[src/rtl/systolic_feeder.sv]
// Weight-stationary array feeder: loads a weight tile row by row, then
// streams diagonally skewed activations and flushes the array.
module systolic_feeder #(
  parameter int DATA_WIDTH = 8,
  parameter int ROWS       = 4,
  parameter int COLS       = 4
) (
  input  logic                       clk,
  input  logic                       rst,
  input  logic                       start,
  input  logic                       w_valid,
  output logic                       w_ready,
  input  logic [COLS*DATA_WIDTH-1:0] w_data,
  input  logic                       a_valid,
  output logic                       a_ready,
  input  logic [ROWS*DATA_WIDTH-1:0] a_data,
  input  logic                       a_last,
  output logic [COLS*DATA_WIDTH-1:0] weight_out,
  output logic [ROWS-1:0]            load_weight_row,
  output logic [ROWS*DATA_WIDTH-1:0] act_out,
  output logic [ROWS-1:0]            act_valid_row,
  output logic                       busy,
  output logic                       done
);

  localparam int DW = DATA_WIDTH;
  localparam int CW = $clog2(ROWS + COLS) + 1;
  localparam int FL = ROWS + COLS - 1;

  typedef enum logic [1:0] {
    IDLE,
    LOAD_W,
    STREAM,
    FLUSH
  } state_t;

  state_t           state;
  logic [CW-1:0]    cnt;
  logic             push_v;
  logic [ROWS*DW-1:0] push_d;

  assign w_ready = (state == LOAD_W);
  assign a_ready = (state == STREAM);
  assign busy    = (state != IDLE);
  assign push_v  = (state == STREAM) && a_valid;
  assign push_d  = push_v ? a_data : '0;

  always_ff @(posedge clk or posedge rst) begin
    if (rst) begin
      state           <= IDLE;
      cnt             <= '0;
      weight_out      <= '0;
      load_weight_row <= '0;
      done            <= 1'b0;
    end else begin
      load_weight_row <= '0;
      done            <= 1'b0;
      unique case (state)
        IDLE: begin
          if (start) begin
            state <= LOAD_W;
            cnt   <= '0;
          end
        end
        LOAD_W: begin
          if (w_valid) begin
            weight_out      <= w_data;
            load_weight_row <= ROWS'(1) << cnt;
            if (cnt == CW'(ROWS - 1)) begin
              state <= STREAM;
              cnt   <= '0;
            end else begin
              cnt <= cnt + CW'(1);
            end
          end
        end
        STREAM: begin
          if (a_valid && a_last) begin
            state <= FLUSH;
            cnt   <= '0;
          end
        end
        FLUSH: begin
          if (cnt == CW'(FL - 1)) begin
            state <= IDLE;
            done  <= 1'b1;
            cnt   <= '0;
          end else begin
            cnt <= cnt + CW'(1);
          end
        end
        default: state <= IDLE;
      endcase
    end
  end

  // Row r keeps its own r+1 deep delay line, giving the diagonal skew.
  for (genvar r = 0; r < ROWS; r++) begin : g_row
    logic [DW-1:0] pd [r+1];
    logic [r:0]    pv;

    always_ff @(posedge clk or posedge rst) begin
      if (rst) begin
        for (int k = 0; k <= r; k++) pd[k] <= '0;
        pv <= '0;
      end else begin
        pd[0] <= push_d[r*DW +: DW];
        pv[0] <= push_v;
        for (int k = 1; k <= r; k++) begin
          pd[k] <= pd[k-1];
          pv[k] <= pv[k-1];
        end
      end
    end

    assign act_out[r*DW +: DW] = pd[r];
    assign act_valid_row[r]    = pv[r];
  end

endmodule
[config.mk]
export PLATFORM = sky130hd
export DESIGN_NAME = systolic_feeder
export DESIGN_NICKNAME = d
export VERILOG_FILES = /design/src/rtl/systolic_feeder.sv
export SDC_FILE = /design/constraint.sdc
export NUM_CORES = 1
export LEC_CHECK = 0
export BUFFER_PORTS_ARGS = -buffer_cell sky130_fd_sc_hd__buf_2
export CORE_UTILIZATION = 45
export DETAILED_ROUTE_END_ITERATION = 16
export PLACE_DENSITY = 0.86
export SYNTH_ARGS = -nofsm -noshare
export SYNTH_HDL_FRONTEND = slang
export SYNTH_SLANG_ARGS = --single-unit
[constraint.sdc]
create_clock -name clk -period 3.6 [get_ports clk]
set_input_delay 0.36 -clock clk [delete_from_list [all_inputs] [get_ports clk]]
set_output_delay 0.36 -clock clk [all_outputs]
set_load 0.1 [all_outputs]
; After elaboration in Yosys (flattened, before gate mapping)
; Cells that the tools add are included.
[classes]
add_sub_neg = 1
multipliers = 0
div_mod_pow = 0
order_cmp = 0
n_eq_ne = 10
n_shift = 1
muxes = 17
n_bitwise = 0
reduce_logical = 7
[ops]
columns = op, n
row1 = 32-bit 2-to-1 mux, 1
row2 = 4-bit 2-to-1 mux, 7
row3 = 4-bit one-hot mux with 4 select lines, 1
row4 = 2-bit 2-to-1 mux, 5
row5 = 2-bit one-hot mux with 4 select lines, 1
row6 = "2-bit != test, second input constant", 3
row7 = 5-bit AND reduction, 1
row8 = "4-bit by 1-bit adder with 4-bit output, second input constant", 1
row9 = "2-bit equality test, second input constant", 2
row10 = "4-bit by 2-bit equality test with 1-bit output, second input constant", 1
row11 = "4-bit by 3-bit equality test with 1-bit output, second input constant", 1
row12 = "2-bit by 1-bit != test with 1-bit output, second input constant", 2
row13 = "1-bit by 4-bit << shifter with 4-bit output, first input constant", 1
row14 = 3-bit AND reduction, 1
row15 = "2-bit by 1-bit equality test with 1-bit output, second input constant", 1
row16 = 1-bit logical AND, 2
row17 = 2-bit logical NOT, 1
row18 = 1-bit 2-to-1 mux, 2
row19 = 2-bit AND reduction, 1
row20 = 2-bit nonzero test, 1
[word_totals]
regBits = 133
latchBits = 0
ram_bits = 0
romBits = 0
input_bits = 70
out_inout_bits = 76
elab_cells = 55
mem_count = 0

; Logic depth before layout (Yosys ltp)
; Gate-level depths: netlist (run 1).
[depth]
word_depth = 4
mapped_depth = 6
mapped_depth_nobuf = 6

; Worst setup path before layout (run 1)
; OpenSTA, ideal clock, no wires.
[synth_path]
kind = register to register
from = register state[1]
to = register state[1]
setup_time_ns = 0.127
t_arrival_ns = 2.309
t_required_ns = 3.473
setup_slack_ns = 1.164
path_stages_with_launch = 7
n_path_buf = 0
period_less_slack_ns = 2.436
path_cell_list = dfrtp_1 -> inv_1 -> ha_1 -> nor2_1 -> or3_4 -> nand2b_1 -> mux2_1
[synth_between]
elab_chain_cells = 3
elab_cells_between_ends = 11
cone_classes = eq/ne (8) / mux (1) / reduce/logical (2)
[synth_lines]
columns = element, line
row1 = start: declaration, 37  ; state_t state;
row2 = start signal: assignment, 50  ; state <= IDLE;
row3 = start signal: assignment, 61  ; state <= LOAD_W;
row4 = start signal: assignment, 70  ; state <= STREAM;
row5 = 2-bit by 1-bit equality test with 1-bit output (*), -
row6 = via w_ready, 12  ; output logic w_ready,
row7 = 2-bit by 1-bit != test with 1-bit output (no source line) or 2-bit != test (tied branches), -
row8 = 5-bit AND reduction (no source line), -
; Mark *: on every way through the listed nets, which the timed path passes. The rest lies on a longest branch.
; A chain may end at the register's enable or synchronous reset.

; Final worst setup path (run 1)
[layout_path]
from = register state[0]
to = output a_ready
[layout_between]
elab_chain_cells = 1
[layout_lines]
columns = element, line
row1 = 2-bit equality test, 43  ; assign a_ready = (state == STREAM);
row2 = end: declaration, 15  ; output logic a_ready,
; Every way passes these cells.

==> results.yml, run 1 <==
status:
  outcome: "completed"
synth:
  yosysWarnings: 0
  yosysTopAreaCell: "dfrtp_1"
  synth_nets: 349
  yosysSeqAreaShare_pct: 74.1
  syn_inst: 272
  yosysUniqueCellTypes: 29
  syn_area_mm2: 0.00429
  yosysTopAreaCellShare_pct: 74.1
  syn_area_per_cell_um2: 15.8
  synth_seq_cells: 127
  synth_area_leaders: "dfrtp_1 74%, mux2_2 8.4%, and3_1 4.7%"
timing:
  setup_tns_ps: 0
  rsz0062_at_grt: "no"
  fin_crit_ps: 2470
  worst_pin_slew_ps: 679
  finalSetupViolCount: 0
  fin_crit_sh_pct: 68.5
  drv_slew: 0
  max_freq_ghz: 0.405
  timing.slew.headroom_pct: 54.6
  hold_viol_final: 0
  setup_ws_ps: 1130
  fin_worst_skew_ps: 7.34
finish:
  drive_above_1_share_pct: 51.6
  diodes: 0
  fin_nets: 483
  syn2layout_area_growth_pct: 31.4
  final_area_mm2: 0.00564
  fillCellCount: 706
global_routing:
  grt_max_degree: 98
  first_global_vias: 2555
  gr-total-overflow: 0
  grt_pass1_wl_mm: 12.2
  antenna_found_initial: 0
  grt_usage_pct: 16.3
clocking:
  postCtsHoldBufs: 1
  path_clk_slew_ps: 60
  cts_tree: "yes"
  insertion_delay_ps: 490
  htree_num_levels: 4
  cts_inserted_buffers: 17
  cts_root_buf: "clkbuf_8"
  cts_sinks: 127
  cts-resized-gates: 0
  post_cts_buffers: 0
  cts_buffer_depth: 2
setup_path:
  slowest_stage: "ha_1"
  crit_type: "reg2out"
  endpoint_kind: "output port"
  path_cells: "inv_1 > ha_1 > buf_2"
  required_ps: 3240
  max_stage_delay_ps: 560
  start_kind: "flip-flop"
  critPathBufInv: 2
  cpLargestDelayFamily: "buffers and inverters"
  crit_fanout: 21
  cp_data_arrival_time_ps: 2110
min_path:
  hold_class: "in2reg"
placement:
  placed_area_mm2: 0.00499
  io_buffers: 145
  dp_hpwl_mm: 5.22
  place_ws_ps: 1510
  gp_congestion: 0.790
die:
  die_w_um: 99.6
  ios: 146
  start_util_pct: 46.4
  die_y_um: 99.6
  fp.dieArea_mm2: 0.00993
  core-area_mm2: 0.00924
  row_count: 35
run:
  cap_violations: 0
route:
  drt-wirelength-per-cell_um: 14.0
  ant_nets: 0
  drtIter0Drc: 62
  via_count: 2514
  routed_wirelength_mm: 7.69
  viasPerCell: 4.59
  drtPass1Iterations: 4
  drc_errors: 0
-- worst paths after layout --
kind	start	endpoint	slack [ps]	depth (start not counted)
setup / recovery	state[0]	a_ready	1130	3
hold / removal	w_data[5]	weight_out[5]	100	2
setup reg to reg	state[0]	state[1]	1520	5
hold reg to reg	g_row[2].pd[23]	g_row[2].pd[15]	350	0
max in group asynchronous	rst	act_out[25]	2190	4
min in group asynchronous	rst	g_row[3].pv[3]	530	3
-- cells in the mapped netlist (all sizes together) --
library cell  number
a21oi              1
a221o              1
a2bb2oi            1
a32oi              1
and2               1
and3              32
and4b              1
buf               28
clkbuf             6
dfrtp            127
ha                 7
inv                6
mux2              33
nand2              6
nand2b             2
nand3              1
nor2               3
nor2b              1
nor3               3
nor3b              1
nor4b              1
nor4bb             1
o21ai              3
o31ai              2
or2                1
or3                2
-- worst register-to-register path, cell delays in order (launching register included) --
cell	delay, ps
dfrtp_1	400
inv_1	120
ha_1	560
a221o_1	360
nand2b_1	180
mux2_1	340
-- state kept, by name, indices dropped and copies added, names as in the netlist --
| name | cells |
|---|---|
| g_row.pd | 56 |
| weight_out | 32 |
| act_out | 24 |
| cnt | 4 |
| g_row.pv | 4 |
| load_weight_row | 4 |
| state | 2 |
| done | 1 |
-- routing by layer --
layer | part of all wire (%) | global-route usage (%) | vias to the layer above
met5 | 0 | 0 | -
met1 | 40 | 18.5 | 1254
li1 | - | - | 1165
met3 | 3.4 | 4.57 | 15
met4 | 2.0 | 6.90 | 0
met2 | 55 | 29.1 | 80
-- cell usage in the layout, fill, tap and decap left out, types with 2 or more instances in the layout --
| master | netlist | routed |
|---|---|---|
| o31ai_1 | 2 | 2 |
| inv_8 | 0 | 3 |
| nor2_1 | 3 | 3 |
| dfrtp_1 | 127 | 127 |
| o21ai_0 | 3 | 3 |
| and3_1 | 32 | 32 |
| inv_1 | 6 | 5 |
| bufinv_16 | 0 | 4 |
| ha_1 | 7 | 7 |
| clkinv_4 | 0 | 3 |
| clkinvlp_4 | 0 | 2 |
| buf_2 | 3 | 145 |
| inv_6 | 0 | 4 |
| nand2_1 | 6 | 6 |
| nor3_1 | 3 | 3 |
| clkbuf_16 | 0 | 16 |
| mux2_2 | 32 | 32 |
| buf_4 | 25 | 2 |
| nand2b_1 | 2 | 2 |
-- cell type report --
type / instances / area, µm² / area share, %
Sequential cell: 127 / 3180 / 56.4
Multi-Input combinational cell: 105 / 863 / 15.3
Timing Repair Buffer: 149 / 771 / 13.7
Clock buffer: 17 / 414 / 7.35
Clock inverter: 15 / 223 / 3.95
Tap cell: 129 / 161 / 2.86
Inverter: 6 / 26.3 / 0.466
-- through the flow --
step,hold slack [ps],utilization [%],cells
floorplan,331,-,272
CTS,76.5,61.0,548
global route,76.6,61.0,548
global placement,332,54.0,515
finish,100,61.0,548
detailed placement,335,54.0,515
-- logic make-up after synthesis --
group,after synthesis,share of synthesized area [%]
flip-flops,127,74.1
AND/OR/NAND/NOR,56,7.96
buffers and inverters,40,5.78
multiplexers,33,8.66
AO/OA/AOI/OAI,9,1.46
adder cells (fa/ha/maj),7,2.04
Power of run 1 is left out: the tool's default activity adds up to more than one toggle a clock period on the data nets, which glitch-free logic cannot reach.
==> run 2, diff against run 1 <==
==> constraint.sdc (replaced) <==
create_clock -name clk -period 2.1 [get_ports clk]
set_input_delay 0.21 -clock clk [delete_from_list [all_inputs] [get_ports clk]]
set_output_delay 0.21 -clock clk [all_outputs]
set_load 0.1 [all_outputs]
==> results.yml, run 2 (synthesized netlist as in run 1, its figures left out) <==
clocking:
  post_cts_buffers: 0
  path_clk_slew_ps: 60
  cts_tree: "yes"
  htree_num_levels: 4
  cts_root_buf: "clkbuf_8"
  insertion_delay_ps: 500
  cts_inserted_buffers: 17
  cts_sinks: 127
  cts_buffer_depth: 2
timing:
  fin_crit_sh_pct: 93.8
  worst_pin_slew_ps: 629
  max_freq_ghz: 0.508
  fin_worst_skew_ps: 7.36
  rsz0062_at_grt: "no"
  fin_crit_ps: 1970
  setup_tns_ps: 0
  hold_viol_final: 0
  finalSetupViolCount: 0
  timing.slew.headroom_pct: 58.1
  drv_slew: 0
  hold_slack_ps: 24.8
global_routing:
  first_global_vias: 2881
  grt_max_degree: 128
  gr-total-overflow: 0
  grt_usage_pct: 18.8
  grt_pass1_wl_mm: 13.9
  antenna_found_initial: 0
route:
  ant_nets: 0
  drt-wirelength-per-cell_um: 14.2
  viasPerCell: 4.48
  drc_errors: 0
  drtIter0Drc: 114
  via_count: 2749
  routed_wirelength_mm: 8.69
  drtPass1Iterations: 4
setup_path:
  crit_fanout: 35
  cp_data_arrival_time_ps: 1760
  crit_type: "reg2out"
  start_kind: "flip-flop"
  required_ps: 1890
  endpoint_kind: "output port"
die:
  row_count: 35
  die_y_um: 99.6
  fp.dieArea_mm2: 0.00993
  core-area_mm2: 0.00924
  die_w_um: 99.6
  ios: 146
  start_util_pct: 46.4
finish:
  largest-register: "g_row.pd"
  drive_above_1_share_pct: 45.0
  most-common-layout-cells: "143 x buf_2, 127 x dfrtp_1, 65 x dlygate4sd3_1, 32 x mux2_2, 32 x and3_1"
  layout_commonest_cell: "buf_2"
  syn2layout_area_growth_pct: 45.9
  fin_nets: 548
  diodes: 0
  largest_register_ffs: 56
placement:
  gp_congestion: 0.775
  io_buffers: 145
  dp_hpwl_mm: 5.13
min_path:
  hold_class: "in2reg"
run:
  cap_violations: 0
status:
  outcome: "completed"
-- run 2: changes by cell type in the layout (fill, tap and decap cells not counted), moves of 2 or more --
cell	delta
buf_2	-2
ha_1	-2
clkinvlp_4	+3
dlygate4sd3_1	+64
inv_8	-3
bufinv_16	-2
-- run 2: layer usage --
layer  vias to the layer above  GRT usage [%]  wire length (µm)
met5                         -              0                 0
met3                        13           5.13               338
met1                      1365           20.9              3340
met2                        79           33.1              4870
met4                         0           9.95               144
li1                       1292              -                 -
-- run 2: timing repair --
action	in CTS	in global routing
endpoints found under the setup margin	0	2
gates resized for setup	0	2
hold buffers	65	0
hold endpoints to repair	191	0
-- run 2: cell type report --
| type | count | area (µm²) |
|---|---|---|
| Sequential cell | 127 | 3180 |
| Fill cell | 651 | 2980 |
| Timing Repair Buffer | 214 | 1440 |
| Multi-Input combinational cell | 105 | 878 |
| Clock buffer | 18 | 418 |
| Tap cell | 129 | 161 |
| Clock inverter | 14 | 156 |
| Inverter | 6 | 26.3 |
-- run 2: stage by stage --
step | worst slack [ps] | cell area (µm²) | std cells | util, %
final | 130 | 6260 | 613 | 67.7
after global routing | 29.8 | 6260 | 613 | 67.7
after CTS | 63.9 | 6250 | 613 | 67.7
after detailed placement | 212 | 5030 | 516 | 54.4
after global placement | 298 | 5030 | 516 | 54.4
after floorplan | 96.3 | 4310 | 272 | -
-- run 2: path summary, 6_finish.rpt --
path | start | endpoint | slack [ps] | cells past startpoint
hold / removal | a_valid | g_row[0].pd[6] | 20 | 2
setup reg to reg | state[0] | state[1] | 170 | 5
min in group asynchronous | rst | act_out[24] | 450 | 4
setup / recovery | state[0] | a_ready | 130 | 4
hold reg to reg | g_row[1].pd[14] | act_out[14] | 350 | 0
max in group asynchronous | rst | cnt[2] | 1200 | 4
-- run 2: worst max-delay path: stages, from the launching register on --
cell and delay, ps:
dfrtp_1 430, inv_1 170, ha_2 220, buf_6 220, buf_12 210
Power of run 2 is left out for the same reason.
